--- config.mk ---
export PLATFORM = sky130hd
export DESIGN_NAME = imem_port_arbiter
export DESIGN_NICKNAME = d
export VERILOG_FILES = /design/src/rtl/imem_port_arbiter.sv
export SDC_FILE = /design/constraint.sdc
export NUM_CORES = 1
export LEC_CHECK = 0
export ABC_AREA = 1
export ABC_CLOCK_PERIOD_IN_PS = 4300
export CORE_ASPECT_RATIO = 0.6
export CORE_MARGIN = 5
export CORE_UTILIZATION = 31
export DETAILED_ROUTE_END_ITERATION = 8
export PLACE_DENSITY = 0.95
export SLEW_MARGIN = 40
export SYNTH_ARGS = -nofsm -noshare
export SYNTH_HDL_FRONTEND = slang
export SYNTH_SLANG_ARGS = --single-unit
--- constraint.sdc ---
create_clock -name clock -period 4.3 [get_ports clock]
set_clock_uncertainty 0.2 [all_clocks]
set_input_delay 0.86 -clock clock [delete_from_list [all_inputs] [get_ports clock]]
set_output_delay 0.86 -clock clock [all_outputs]
set_load 0.01 [all_outputs]
--- src/rtl/imem_port_arbiter.sv ---
// Instruction-memory port sequencer: shares one prgrom port between
// CPU fetch and the UART downloader, holding the PC across a download.
module imem_port_arbiter #(
   parameter int ADDR_W = 14,
   parameter int DATA_W = 32
) (
   input  logic              clock,
   input  logic              reset,
   input  logic              load_mode,
   input  logic              fetch_req,
   input  logic [ADDR_W-1:0] fetch_addr,
   output logic [DATA_W-1:0] fetch_data,
   output logic              fetch_valid,
   input  logic              ld_req,
   input  logic [ADDR_W-1:0] ld_addr,
   input  logic [DATA_W-1:0] ld_wdata,
   output logic              ld_ack,
   output logic [ADDR_W:0]   ld_count,
   output logic              cpu_hold,
   output logic              pc_restart,
   output logic              mem_ena,
   output logic              mem_wea,
   output logic [ADDR_W-1:0] mem_addra,
   output logic [DATA_W-1:0] mem_dina,
   input  logic [DATA_W-1:0] mem_douta
);

   typedef enum logic [2:0] {
      S_RUN,
      S_DRAIN,
      S_LOAD,
      S_FINISH,
      S_RESUME
   } state_e;

   localparam logic [ADDR_W:0] CNT_MAX = {1'b1, {ADDR_W{1'b0}}};
   localparam logic [ADDR_W:0] CNT_ONE = {{ADDR_W{1'b0}}, 1'b1};

   state_e            state_q, state_d;
   logic              fetch_valid_q;
   logic              ld_ack_q;
   logic              cpu_hold_q;
   logic              pc_restart_q;
   logic [ADDR_W:0]   ld_count_q;
   logic              rd_issue;
   logic              wr_issue;

   // A held request is ignored in its ack cycle so it writes exactly once.
   // Reset gates the port so a write pending at reset is abandoned.
   assign rd_issue = (state_q == S_RUN) && !load_mode && fetch_req && !reset;
   assign wr_issue = (state_q == S_LOAD) && ld_req && !ld_ack_q && !reset;

   assign mem_ena   = rd_issue | wr_issue;
   assign mem_wea   = wr_issue;
   assign mem_addra = wr_issue ? ld_addr : fetch_addr;
   assign mem_dina  = wr_issue ? ld_wdata : '0;

   assign fetch_valid = fetch_valid_q;
   assign fetch_data  = fetch_valid_q ? mem_douta : '0;
   assign ld_ack      = ld_ack_q;
   assign ld_count    = ld_count_q;
   assign cpu_hold    = cpu_hold_q;
   assign pc_restart  = pc_restart_q;

   always_comb begin
      state_d = state_q;
      unique case (state_q)
         S_RUN:    if (load_mode) state_d = S_DRAIN;
         S_DRAIN:  state_d = S_LOAD;
         S_LOAD: begin
            if (!load_mode) state_d = wr_issue ? S_FINISH : S_RESUME;
         end
         S_FINISH: state_d = S_RESUME;
         S_RESUME: state_d = S_RUN;
         default:  state_d = S_RUN;
      endcase
   end

   always_ff @(posedge clock) begin
      if (reset) begin
         state_q       <= S_RUN;
         fetch_valid_q <= 1'b0;
         ld_ack_q      <= 1'b0;
         cpu_hold_q    <= 1'b0;
         pc_restart_q  <= 1'b0;
         ld_count_q    <= '0;
      end else begin
         state_q       <= state_d;
         fetch_valid_q <= rd_issue;
         ld_ack_q      <= wr_issue;
         cpu_hold_q    <= (state_d != S_RUN);
         pc_restart_q  <= (state_d == S_RESUME);
         if (state_q == S_DRAIN) begin
            ld_count_q <= '0;
         end else if (wr_issue && ld_count_q != CNT_MAX) begin
            ld_count_q <= ld_count_q + CNT_ONE;
         end
      end
   end

endmodule

# After elaboration in Yosys (flattened, before gate mapping)
# Index checks and enable logic that the tools add are counted.
dict set report totals {
  ff_bits 22
  elab_cells 33
}
dict set report op_classes {
  add_sub_neg 1
  n_eq_ne 5
  n_mux 7
  n_bitwise 1
  reduce_logical 13
}
# operator count
set ops {}
lappend ops {{$mux 32} 2}
lappend ops {{$add 15x1->15 const B} 1}
lappend ops {{$ne 15x15->1 const B} 1}
lappend ops {{$mux 14} 1}
lappend ops {{$pmux 3 s4} 1}
lappend ops {{$mux 3} 3}
lappend ops {{$logic_and 1x1->1} 7}
lappend ops {{$eq 3x2->1 const B} 2}
lappend ops {{$eq 3x1->1 const B} 1}
lappend ops {{$eq 3x3->1 const B} 1}
lappend ops {{$logic_not 1->1} 3}
lappend ops {{$logic_not 3->1} 1}
lappend ops {{$reduce_bool 3->1} 1}
lappend ops {{$reduce_or 2->1} 1}
lappend ops {{$or 1x1->1} 1}

# Longest topological paths before layout
dict set report depth {
  word_depth 8
  depth_mapped 9
  depth_no_buf 9
}

# Worst setup path before layout
# No wires, ideal clock.
dict set report synth_path {
  path_kind {input -> output}
  startpoint {in reset}
  endpoint {out mem_dina[22]}
  t_arrival_ns 1.626
  required_ns 3.240
  slack_ns 1.614
  path_stages 7
  path_cell_list {inv_2 nand2_1 nor2_1 nand2_1 buf_2 buf_2 nor2_1}
}
dict set report synth_via {
  elab_chain_cells 3
}
# element line_no
set synth_rtl {}
lappend synth_rtl {{start, declared} 8} ;# input logic reset,
lappend synth_rtl {{$logic_not 1->1} 51} ;# assign wr_issue = (state_q == S_LOAD) && ld_req && !ld_ack_q && !reset;
lappend synth_rtl {{$logic_and 1x1->1} 51}
lappend synth_rtl {{$mux 32} 56} ;# assign mem_dina = wr_issue ? ld_wdata : '0;
lappend synth_rtl {{end, declared} 24} ;# output logic [DATA_W-1:0] mem_dina,
# Every way passes these cells.

# Worst setup path after layout
dict set report layout_path {
  startpoint {in reset}
  endpoint {out mem_addra[10]}
}
dict set report layout_via {
  elab_chain_cells 3
}
# element line_no
set layout_rtl {}
lappend layout_rtl {{$logic_not 1->1} 51}
lappend layout_rtl {{$logic_and 1x1->1} 51}
lappend layout_rtl {{$mux 14} 55} ;# assign mem_addra = wr_issue ? ld_addr : fetch_addr;
lappend layout_rtl {{end, declared} 23} ;# output logic [ADDR_W-1:0] mem_addra,
# Every way passes these cells.

==> reports/metrics.csv <==
stage,metric,value,unit
cts,cts_hold_buf,0,
sta,fmax,245,MHz
run_status,outcome,finished clean,
sta,finalMaxSlewViolations,0,
floorplanning,dieHeight,70.2,um
floorplanning,placementRows,21,
worst_setup_path,cp_cell_sequence,clkdlybuf4s50_1 -> inv_2 -> nand2_1 -> nor2_1 -> nand2_1 -> inv_2 -> nand2_1 -> nand2_1 -> clkdlybuf4s50_1,
sta,min_period,4.09,ns
cts,postCtsResizedCells,0,
synthesis,synthCells,362,
placement,io_buffers,195,
sta,hold_slack,0.335,ns
placement,gp_congestion,0.885,
floorplanning,die_w,110,um
global_routing,grt_max_degree,41,
floorplanning,fp.dieArea,7750,sq um
synthesis,syn-num-nets,461,
sta,worstMarginPinSlew,0.520,ns
cts,max-clock-path-buffers,2,
power_and_ir_drop,ir_worst_vdd,0.128,mV
synthesis,yosys_warnings,0,
worst_setup_path,crit_fanout,24,
cts,clk_pin_slew_worst_paths,0.08,ns
floorplanning,start_util,32.7,%
cells_and_area,area_growth,110,%
worst_setup_path,required,3.24,ns
cells_and_area,post-route-util,68.8,%
job,cap_violations,0,
cells_and_area,antenna_cells,0,
routing,wire_per_inst,13.7,um
worst_setup_path,worstSetupPathType,input port to output port,
synthesis,ys_ff_latch,22,
cells_and_area,layout-drive-gt1-share,2.73,%
routing,drcViolationCount,0,
global_routing,grt_pass1_vias,2728,
synthesis,yosysUniqueCellTypes,24,
worst_setup_path,cpMostUsedCell,nand2_1,
worst_setup_path,cp.arrival,3.03,ns
synthesis,yosysSeqAreaShare,23.5,%
power_and_ir_drop,p_per_area,141,nW/um^2
worst_setup_path,cpMaxStageDelayCell,clkdlybuf4s50_1,
synthesis,synth_top_area_cell,nand2_1,
routing,firstDrtPassIters,5,
global_routing,antenna_found_initial,0,
sta,setup_viol,0,
cts,htreeDepth,1,
cts,clock_latency,0.26,ns
synthesis,synth_top_area_share,25.9,%
cts,cts_tree,yes,
placement,dpl.hpwl,7.39,mm
routing,vias,2779,
global_routing,overflow,0,
sta,rsz0062_at_grt,no,
cts,cts-root-buf,clkbuf_8,
sta,setup_tns,0,ns
worst_setup_path,max_stage_delay,0.57,ns
cts,cts_buffers,3,
routing,viasPerCell,4.41,
synthesis,syn-cell-area,1870,sq um
routing,drt-total-wl,8.61,mm
global_routing,grt_use_total,21.7,%
floorplanning,coreArea,5730,sq um
sta,max-slew-margin-rel,65.3,%
worst_setup_path,crit_path_start_kind,input port,
min_path,min_path_type,flop to flop,
cts,post_cts_buffers,0,
sta,min_period_over_period,95.0,%
routing,drt_iter0_markers,137,
floorplanning,num_io_pins,196,
synthesis,synth_area_leaders,"nand2_1 26%, dfxtp_1 24%, inv_1 16%, nor2_1 12%, nand3_1 4.3%",
synthesis,syn_area_per_cell,5.17,sq um
worst_setup_path,worst_setup_path_end_kind,output port,
sta,hold_viol,0,
cts,clock_sinks,22,
cells_and_area,nets,650,
power_and_ir_drop,p_leak,0.00193,uW
routing,antenna_left,0,
global_routing,grt_pass1_wl,13.5,mm
final cells by class:
type / count / area, sq um
inverters: 85 / 319
fillers: 458 / 1790
repair buffers: 196 / 1970
flip-flops and latches: 22 / 442
clock buffers: 4 / 55.1
well taps: 80 / 100
multi-input cells: 243 / 1050
Yosys cell counts:
master / instances
buf_6: 1
dfxtp_1: 22
nor3_1: 1
nor3b_2: 1
ha_1: 2
xnor2_1: 4
nor2_1: 59
clkbuf_1: 5
nand3_1: 16
inv_1: 82
buf_4: 1
buf_2: 5
nand2_4: 1
inv_2: 3
nand4_1: 4
nor2_2: 1
nand2_1: 129
xor2_1: 3
nand2_2: 1
a21oi_1: 14
or2_2: 1
a31oi_1: 1
o21ai_0: 4
nor3_2: 1
placed cells by master (no fill, tap or decap), types with 4 or more instances in the layout:
master           netlist  layout
xnor2_1                4       4
nand2_1              129     129
o21ai_0                4       4
nand4_1                4       4
nor2_1                59      59
clkdlybuf4s50_1        0     195
clkbuf_8               0       4
dfxtp_1               22      21
a21oi_1               14      14
nand3_1               16      16
inv_1                 82      82
report_power, final:
group          internal, uW  switching, uW  leakage, uW
sequential              207           6.30     0.000178
clock                  81.5           64.1    0.0000288
combinational           128           66.6      0.00173
total                   417            137      0.00193
cell families (layout without fill, tap and decap cells):
| logic type | count (synthesis) | in the layout | share of synthesized area, % |
|---|---|---|---|
| simple gates | 215 | 215 | 46.4 |
| compound gates | 19 | 19 | 5.14 |
| xor+xnor | 7 | 7 | 3.27 |
| fa+ha+maj | 2 | 2 | 1.34 |
| flops | 22 | 22 | 23.5 |
| buf+inv | 97 | 285 | 20.4 |
path summary, 6_finish.rpt:
check	startpoint	to	slack, ns	cells after the start
max reg2reg	state_q[1]$_SDFF_PP0_	ld_count[5]$_SDFFE_PP0P_	2.06	8
max	reset	mem_addra[10]	0.21	9
min	ld_count[14]$_SDFFE_PP0P_	ld_count[14]$_SDFFE_PP0P_	0.34	2
min reg2reg	ld_count[14]$_SDFFE_PP0P_	ld_count[14]$_SDFFE_PP0P_	0.34	2
registers in the layout, summed over array words and instances, names as in the netlist:
signal,flops
state_q,3
pc_restart,1
ld_count,15
cpu_hold,1
ld_ack,1
fetch_valid,1
per-stage QoR:
step	std cells	setup WS, ns	cell area [sq um]	power, uW
after floorplan	362	1.61	1870	270
after global placement	626	0.345	3880	410
after detailed placement	626	0.249	3880	413
after CTS	630	0.237	3940	561
after global routing	630	0.0367	3940	585
final	630	0.214	3940	554
worst max-delay path: cells and delay by family:
family / cells / cell delay [ns]
AND/OR/NAND/NOR: 5 / 0.57
buffers and inverters: 4 / 1.58
per-layer routing:
layer	share of wire, %	global-route usage, %	wire length (um)	up-vias
met5	0	0	0	-
met4	1.9	4.92	161	0
met3	10	6.45	873	16
met2	51	40.5	4370	144
met1	37	23.8	3210	1197
li1	-	-	-	1422
Note: power is estimated with default switching activity, not from simulation.
